$ cat src/rtl/alu_rr_scheduler.sv
// Round-robin scheduler that time-shares one N-bit ALU among R valid/ready requesters.
// Each request is granted, executed in a single cycle, then held as a tagged result until consumed.
module alu_rr_scheduler #(
    parameter int N   = 32,
    parameter int R   = 4,
    parameter int IDW = $clog2(R)
) (
    input  logic             clk,
    input  logic             rst_n,
    input  logic [R-1:0]     req_valid,
    output logic [R-1:0]     req_ready,
    input  logic [3*R-1:0]   req_op,
    input  logic [N*R-1:0]   req_a,
    input  logic [N*R-1:0]   req_b,
    output logic             rsp_valid,
    input  logic             rsp_ready,
    output logic [IDW-1:0]   rsp_id,
    output logic [N-1:0]     rsp_data,
    output logic             busy
);

    typedef enum logic [1:0] {IDLE, EXEC, RESP} state_t;

    state_t          r_state;
    logic [IDW-1:0]  r_ptr;
    logic [IDW-1:0]  r_id;
    logic [2:0]      r_op;
    logic [N-1:0]    r_a;
    logic [N-1:0]    r_b;
    logic            r_rsp_valid;
    logic [IDW-1:0]  r_rsp_id;
    logic [N-1:0]    r_rsp_data;

    logic            w_found;
    logic [IDW-1:0]  w_win;
    logic [R-1:0]    w_ready;
    logic            w_accept;

    function automatic logic [IDW-1:0] rr_idx(input logic [IDW-1:0] p, input int k);
        return IDW'((int'(p) + k) % R);
    endfunction

    function automatic logic [N-1:0] alu(input logic [2:0] op, input logic [N-1:0] a,
                                         input logic [N-1:0] b);
        logic [N-1:0] res;
        case (op)
            3'd0:    res = ~a;
            3'd1:    res = a & b;
            3'd2:    res = a | b;
            3'd3:    res = a ^ b;
            3'd4:    res = a + b;
            3'd5:    res = a - b;
            3'd6:    res = ($signed(a) < $signed(b)) ? N'(1) : '0;
            default: res = b;
        endcase
        return res;
    endfunction

    // Search starts just after the last winner so every requester is reached within R grants.
    always_comb begin
        w_found = 1'b0;
        w_win   = '0;
        for (int k = 1; k <= R; k++) begin
            if (!w_found && req_valid[rr_idx(r_ptr, k)]) begin
                w_found = 1'b1;
                w_win   = rr_idx(r_ptr, k);
            end
        end
    end

    assign w_accept = (r_state == IDLE) && w_found && rst_n;

    always_comb begin
        w_ready = '0;
        if (w_accept) w_ready[w_win] = 1'b1;
    end

    always_ff @(posedge clk or negedge rst_n) begin
        if (!rst_n) begin
            r_state     <= IDLE;
            r_ptr       <= IDW'(R - 1);
            r_id        <= '0;
            r_rsp_valid <= 1'b0;
            r_rsp_id    <= '0;
            r_rsp_data  <= '0;
        end else begin
            case (r_state)
                IDLE: begin
                    if (w_found) begin
                        r_ptr   <= w_win;
                        r_id    <= w_win;
                        r_state <= EXEC;
                    end
                end
                EXEC: begin
                    r_rsp_data  <= alu(r_op, r_a, r_b);
                    r_rsp_id    <= r_id;
                    r_rsp_valid <= 1'b1;
                    r_state     <= RESP;
                end
                RESP: begin
                    if (rsp_ready) begin
                        r_rsp_valid <= 1'b0;
                        r_state     <= IDLE;
                    end
                end
                default: r_state <= IDLE;
            endcase
        end
    end

    // Operands are captured only on the accept edge; they need no reset.
    always_ff @(posedge clk) begin
        if (w_accept) begin
            r_op <= req_op[3*w_win +: 3];
            r_a  <= req_a[N*w_win +: N];
            r_b  <= req_b[N*w_win +: N];
        end
    end

    assign req_ready = w_ready;
    assign rsp_valid = r_rsp_valid;
    assign rsp_id    = r_rsp_id;
    assign rsp_data  = r_rsp_data;
    assign busy      = (r_state != IDLE);

endmodule

$ cat config.mk
export PLATFORM = sky130hd
export DESIGN_NAME = alu_rr_scheduler
export DESIGN_NICKNAME = d
export VERILOG_FILES = /design/src/rtl/alu_rr_scheduler.sv
export SDC_FILE = /design/constraint.sdc
export NUM_CORES = 1
export LEC_CHECK = 0
export CORE_MARGIN = 8
export CORE_UTILIZATION = 47
export DETAILED_ROUTE_END_ITERATION = 12
export PLACE_DENSITY = 0.91
export SETUP_SLACK_MARGIN = 0.5
export SYNTH_ARGS = -nofsm -noshare
export SYNTH_HDL_FRONTEND = slang
export SYNTH_SLANG_ARGS = --single-unit
$ cat constraint.sdc
create_clock -name clk -period 3.3 [get_ports clk]
set_input_delay 0.66 -clock clk [delete_from_list [all_inputs] [get_ports clk]]
set_output_delay 0.66 -clock clk [all_outputs]
set_load 0.02 [all_outputs]
==> results.md <==
* Final Skew at 0.0160 ns
* FF-to-FF path depth at 14
* CP required at 3.58 ns
* Vias in the first global route at 12,500
* Worst Hold Slack at 0.481 ns
* Critical Path AT at 3.32 ns
* Later-pin clock latency in the skew report at 0.38 ns
* Asr flop ratio synth at 0.380
* Maximum clock path buffer count at 2
* Clk sinks at 108
* Count of final hold-check violations at 0
* Setup_tns at 0 ns
* Post-route ant nets at 0
* Vias/cell at 6.03
* Crit-path max FO at 3
* Status: finished clean
* LEAKAGE at 6.60 nW
* CTS Buf Count at 9
* Total Routed Length at 45,900 µm
* Port Buf Inserts at 314
* Fin util at 0.697
* Worst setup EP type: flop
* Synth Flop Type: edfxtp_1
* Mean cell area of the mapped netlist at 7.62 µm²
* Tcrit/Tclk final at 0.923
* Cells after Synth at 1,455
* HPWL after DPL at 34,400 µm
* Max-cap check violation count at 0
* Core Box Area at 23,300 µm²
* First-pass iteration count of the detailed router at 5
* Largest net degree at the start of global routing at 111
* Nets at 2,185
* DRC at 0
* Synth Area in Compound Gates at 0.308
* FP Rows at 56
* Max Freq at 328 MHz
* Syn Nets at 1,832
* CTS tree: built
* Routed len/inst at 21.5 µm
* Measured slew at the worst slew-check pin at 0.848 ns
* Startpoint Class: flop
* Hold path depth at 2
* Unique masters post-synth at 80
* Warnings, synthesis at 0
* Clock transition at path regs at 0.09 ns
* Post-Synth Simple-Gate Area at 0.188
* Register bit total from synthesis at 108
* Final instance area at 16,300 µm²
* Slew Limit Fails at 0
* Vert. Die Dim at 170 µm
* Post-Place Cell Area at 14,900 µm²
* Cell Area, Synth at 11,100 µm²
* Root buffer cell: clkbuf_16
* Critical path type: reg2reg
* RePlAce Congestion at 0.986
* Total congestion overflow at 0
* Io pins at 315
* Post-synth EDFFs at 67
* Largest family of logic cells by synthesized area: compound AO/OA/AOI/OAI gates
* Fin crit period at 3.05 ns
* P&R area growth vs syn at 46.7%
* Adder-cell share of the synthesized area at 0.116
* Peak VDD IR at 0.000480 V
* Initial antenna violation count at 4
* GRT Util Overall at 0.301
* DIE AREA at 28,800 µm²
* Share of layout cells above drive strength 1 at 0.162
* Iter 0 DRT Violations at 1,279
* Hold buffer count at cts at 0
* Worst hold path type: reg2reg
* Htree depth at 3
* Via count at 12,900
* RSZ-0062 raised after global routing: yes
* XOR/XNOR Fraction of Synth Area at 0.0182
* Power per standard cell area at 892 nW/µm²
* Post-synthesis sequential area ratio at 0.274
* First-pass GRT wire length at 68,600 µm
* Rel. slew slack at 0.435
* Die Width at 170 µm
* Initial Util at 0.475
* Setup violators final at 0
* Mux contribution to synthesized area at 0.0225
==> power breakdown <==
group	total [W]	switching [W]	internal, W
clock network	0.00114	0.000602	0.000534
logic	0.0107	0.00626	0.00443
registers	0.00268	0.000486	0.00220
==> cells in the final DEF (no fill, tap or decap), drive strengths merged, types with 4 or more instances in the layout <==
cell type	n
clkdlybuf4s50	305
nand2	216
buf	139
a21oi	119
o21ai	119
inv	107
ha	100
nor2	91
a211oi	84
a31oi	79
and2	70
edfxtp	67
dfrtp	39
nor3	28
xnor2	22
mux2i	17
o211ai	16
nand3	14
o31ai	12
a21o	11
o22ai	10
clkbuf	9
o221ai	7
nand2b	7
nor4	7
a221oi	7
o21bai	6
or3	6
nand4	5
o21a	5
a31o	5
a211o	5
and3	5
diode	4
a311oi	4
clkinv	4
o41ai	4
==> kinds of logic (layout without fill, tap and decap cells) <==
logic type               count (synthesis)  after routing
AO/OA/AOI/OAI                          527            527
other                                    0              4
XOR/XNOR                                23             23
adder cells (fa/ha/maj)                102            102
buffers and inverters                  211            569
AND/OR/NAND/NOR                        462            462
multiplexers                            22             22
flip-flops                             108            108
==> area by class of cell <==
| cell class | instances | area, µm² |
|---|---|---|
| multi-input cells | 1136 | 7900 |
| clock buffers | 9 | 225 |
| repair buffers | 448 | 4220 |
| clock inverters | 7 | 68.8 |
| inverters | 105 | 398 |
| diodes | 4 | 10.0 |
| well taps | 319 | 399 |
| fillers | 1806 | 7070 |
| flip-flops and latches | 108 | 3040 |
==> flip-flops by register name (all words and copies together), names as in the netlist <==
register / count
rsp_valid: 1
r_a: 32
rsp_id: 2
rsp_data: 32
r_state: 2
r_id: 2
r_op: 3
r_b: 32
r_ptr: 2
==> per-stage QoR <==
step / setup slack, ns / total power (W) / std cells
finish: 0.254 / 0.0145 / 2136
global route: 0.174 / 0.0154 / 2136
CTS: 0.296 / 0.0137 / 2111
detailed placement: -0.141 / 0.0119 / 2061
global placement: -0.0790 / 0.0117 / 2061
floorplan: 0.413 / 0.00858 / 1455
==> what timing repair did <==
action	in CTS	in global routing
endpoints found under the setup margin	33	55
buffers inserted	34	21
pin swaps	37	37
gates resized for setup	111	65
==> per-layer routing <==
layer	part of all wire	global-route usage
met1	0.40	0.401
met2	0.46	0.478
met3	0.10	0.0558
met4	0.037	0.110
met5	0	0
==> worst paths after layout <==
path,startpoint,endpoint,slack [ns]
worst min register to register,rsp_data[4],rsp_data[4],0.48
worst max register to register,r_a[0],rsp_data[28],0.25
worst max-delay path,r_a[0],rsp_data[28],0.25
worst min-delay path,rsp_data[4],rsp_data[4],0.48
min in group asynchronous,rst_n,rsp_data[28],0.53
max in group asynchronous,rst_n,rsp_data[10],2.33
==> cell usage after synthesis (4+ instances only) <==
master    number  area share
a221oi_1       6      0.0047
nand2b_1       7      0.0039
and2_1        70       0.039
a311oi_1       4      0.0032
a211o_1        5      0.0039
a21oi_1      115       0.052
o21ai_0      114       0.051
ha_1         100        0.11
nor3_1        28       0.013
o21a_1         5      0.0034
nor2_1        91       0.031
o31ai_1       12      0.0081
nand4_1        5      0.0028
o211ai_1      16       0.011
or3_1          6      0.0034
clkbuf_1      84       0.028
buf_2          6      0.0027
a21o_1        11      0.0074
nand2_1      216       0.073
and3_1         5      0.0028
a31o_2         4      0.0032
edfxtp_1      67        0.18
o21bai_1       6      0.0041
a211oi_1      82       0.056
xnor2_1       22       0.017
nand3_1       14      0.0063
o41ai_1        4      0.0032
o22ai_1       10      0.0056
o221ai_1       7      0.0055
a31oi_1       79       0.045
buf_1         14      0.0047
mux2i_1       17       0.015
dfrtp_1       39       0.088
inv_1        100       0.034
inv_2          5      0.0017
nor4_1         7      0.0039
==> worst max-delay path: stages (launching register included) <==
cell,delay [ns]
edfxtp_1,0.45
inv_2,0.12
ha_4,0.15
inv_2,0.04
fa_2,0.34
and2b_1,0.20
o21ai_4,0.18
a21oi_2,0.11
a21o_1,0.23
a31o_4,0.25
o21ai_4,0.25
o311ai_1,0.16
xnor2_1,0.20
a221oi_2,0.07
a311oi_1,0.21
(Power assumes the default switching activity.)
==> edit, RTL diff (same flow settings) <==
Re-encode `state_t` (3 states) as one-hot, 3 bits wide.
--- a/src/rtl/alu_rr_scheduler.sv
+++ b/src/rtl/alu_rr_scheduler.sv
@@ -19,7 +19,7 @@
     output logic             busy
 );
 
-    typedef enum logic [1:0] {IDLE, EXEC, RESP} state_t;
+    typedef enum logic [2:0] {IDLE = 3'b001, EXEC = 3'b010, RESP = 3'b100} state_t;
 
     state_t          r_state;
     logic [IDW-1:0]  r_ptr;
Function: no difference found for any inputs over 4 cycles, from zero or initial values and one cycle with rst_n low; so few cycles prove little.
==> edit against the original RTL <==
  * Utilization down 1.5 points
  * Hold slack lost 0.78 ps
  * Fmax down 4.9%
  * Global-route usage grew 1.6 points
  * Cell area rose by 1.1%
  * Wire length grew 8.3%
  * Sequential share of layout area barely moved
  * Count of clock-buffer cells in the layout is 1 higher
  * Critical path depth is 2 lower
  * Area after synthesis increased by 3.0%
  * Sequential cell count rose by 1
  * Die area increased by 2.7%
  * Worst setup slack got worse by 160 ps
  * Total power is 1.4% lower
  * Critical path type unchanged
  * Largest power group unchanged
==> edit: results (changes against the original RTL) <==
Setup path
  • Crit Reg-Reg Endpoint: rsp_data[30] (was rsp_data[28])
  • R2r startpoint: r_b[0] (was r_a[0])
  • Worst-case reg-to-reg path depth: 12 (was 14)
  • CP arrival: 3470 ps (was 3320 ps)
  • Worst Path Max Fanout: 2 (was 3)
  • Setup slack, reg-to-reg: 100 ps (was 250 ps)

Detailed routing
  • DRT iter0 DRCs: 1,422 (was 1,279)
  • Vias: 13,330 (was 12,880)
  • Post-DR vias/cell: 6.134 (was 6.030)
  • Drt first pass iters: 12 (was 5)
  • WL final: 49.70 mm (was 45.91 mm)

Synth
  • Ys Warns: 0 (unchanged)
  • Multiplexer share of the synthesized area: 0.01512 (was 0.02245)
  • Synth Area in Compound Gates: 0.3072 (was 0.3080)
  • Post-Syn Nets: 1,878 (was 1,832)
  • Adder-Cell Fraction of Synth Area: 0.1141 (was 0.1164)
  • Sequential fraction of the synthesis area: 0.2685 (was 0.2741)
  • Synth cell count leaders: nand2_1 (214), o21ai_0 (106), inv_1 (102) (was nand2_1 (216), a21oi_1 (115), o21ai_0 (114))
  • Top cells by area, synth: edfxtp_1 (18%), ha_1 (11%), dfrtp_1 (8.5%) (was edfxtp_1 (18%), ha_1 (11%), dfrtp_1 (8.8%))
  • Synth Area in XOR/XNOR: 0.01917 (was 0.01816)
  • Async SR Flop Fraction: 0.3853 (was 0.3796)
  • Post-Syn Area per Cell: 7.615 um2 (was 7.622 um2)

Global route
  • Met1 usage: 0.3930 (was 0.4014)
  • Largest net degree at the start of global routing: 125 (was 111)
  • All-Layer GR Usage: 0.3164 (was 0.3007)
  • Met2 Track Usage GR: 0.5107 (was 0.4781)
  • M3 GR Usage: 0.07603 (was 0.05583)
  • Initial antenna violation count: 13 (was 4)
  • Global-route wire length before repair: 72.17 mm (was 68.63 mm)

Power
  • Peak supply drop: 0.0005147 V (was 0.0004805 V)
  • Pleak: 6.616 nW (was 6.600 nW)
  • Sw Ratio: 0.5082 (was 0.5065)

Place
  • Routability cong.: 0.9906 (was 0.9860)
  • Placed inst area: 15,240 um2 (was 14,920 um2)
  • Buffers on Ports: 314 (unchanged)
  • Placed Cells: 2,104 (was 2,061)
  • Post-detail-place hpwl: 36.95 mm (was 34.35 mm)

Worst hold path
  • Hold_sp: rsp_data[10] (was rsp_data[4])
  • Hold Path Stages: 2 (unchanged)
  • Hold EP: rsp_data[10] (was rsp_data[4])

Timing
  • Max-slew headroom: 0.4838 (was 0.4347)
  • Setup Skew: 17.96 ps (was 16.02 ps)

CTS
  • Clk slew on worst S/H paths: 90 ps (about the same)
  • CTS Buf Count: 9 (unchanged)

Cells and area
  • Share of layout cells above drive strength 1: 0.1464 (was 0.1616)
  • NumNets Final: 2,211 (was 2,185)

Outcome
  • Outcome: finished clean (unchanged)
## edit: cell families after synthesis
| kind of cell | Yosys count |
|---|---|
| xor+xnor | 25 |
| compound gates | 529 |
| flops | 109 |
| fa+ha+maj | 103 |
| simple gates | 497 |
| buf+inv | 220 |
| mux | 17 |
## edit: worst max-delay path by stage
stage	startpoint	endpoint	slack [ps]	depth (start not counted)
final	r_b[0]	rsp_data[30]	100	12
after global routing	r_b[0]	rsp_data[30]	-0.8	12
after CTS	r_b[0]	rsp_data[18]	160	12
after detailed placement	req_valid[3]	r_b[2]	-6	8
after global placement	req_valid[3]	req_ready[3]	50	7
after floorplan	req_valid[3]	req_ready[0]	430	7
## edit: layer usage
metal,vias up,part of all wire
li1,6113,-
met5,-,0.00048
met3,169,0.11
met4,4,0.050
met2,800,0.46
met1,6243,0.38
## edit: area by class of cell
class / instances / area [um2]
Antenna cell: 11 / 27.53
Clock buffer: 10 / 250.2
Clock inverter: 6 / 58.81
Fill cell: 1980 / 7664
Inverter: 102 / 385.4
Multi-Input combinational cell: 1171 / 8110
Sequential cell: 109 / 3067
Tap cell: 324 / 405.4
Timing Repair Buffer: 440 / 4138
## edit: what timing repair did
item | in CTS | in global routing
gates resized for setup | 78 | 65
pin swaps | 35 | 30
buffers inserted | 25 | 17
endpoints found under the setup margin | 31 | 28
## edit: power groups by stage
stage          clock [mW]  sequential (mW)  combinational [mW]
6_report             1.20             2.76                10.3
3_3_place_gp            0             2.73                8.88
4_1_cts              1.21             2.72                9.56
2_1_floorplan           0             2.77                5.79
3_5_place_dp            0             2.75                9.06
5_1_grt              1.24             2.80                11.1
## edit: through the flow
| step | util | worst slack [ps] | hold WS [ps] |
|---|---|---|---|
| after detailed placement | 0.6320 | -6.378 | 465.0 |
| after global placement | 0.6320 | 52.87 | 448.1 |
| after global routing | 0.6821 | -0.7727 | 506.6 |
| after floorplan | - | 432.7 | 364.4 |
| final | 0.6821 | 96.79 | 480.6 |
| after CTS | 0.6638 | 162.1 | 485.7 |
## edit: critical path, cell delays in order, from the launching register on
cell	delay, ps
edfxtp_1	410
ha_2	230
fa_2	390
o21ba_4	220
a2111o_1	440
a31oi_4	240
buf_4	160
a211oi_2	80
a21oi_2	210
nor3_1	90
o311a_1	310
mux2i_1	120
or2_1	210
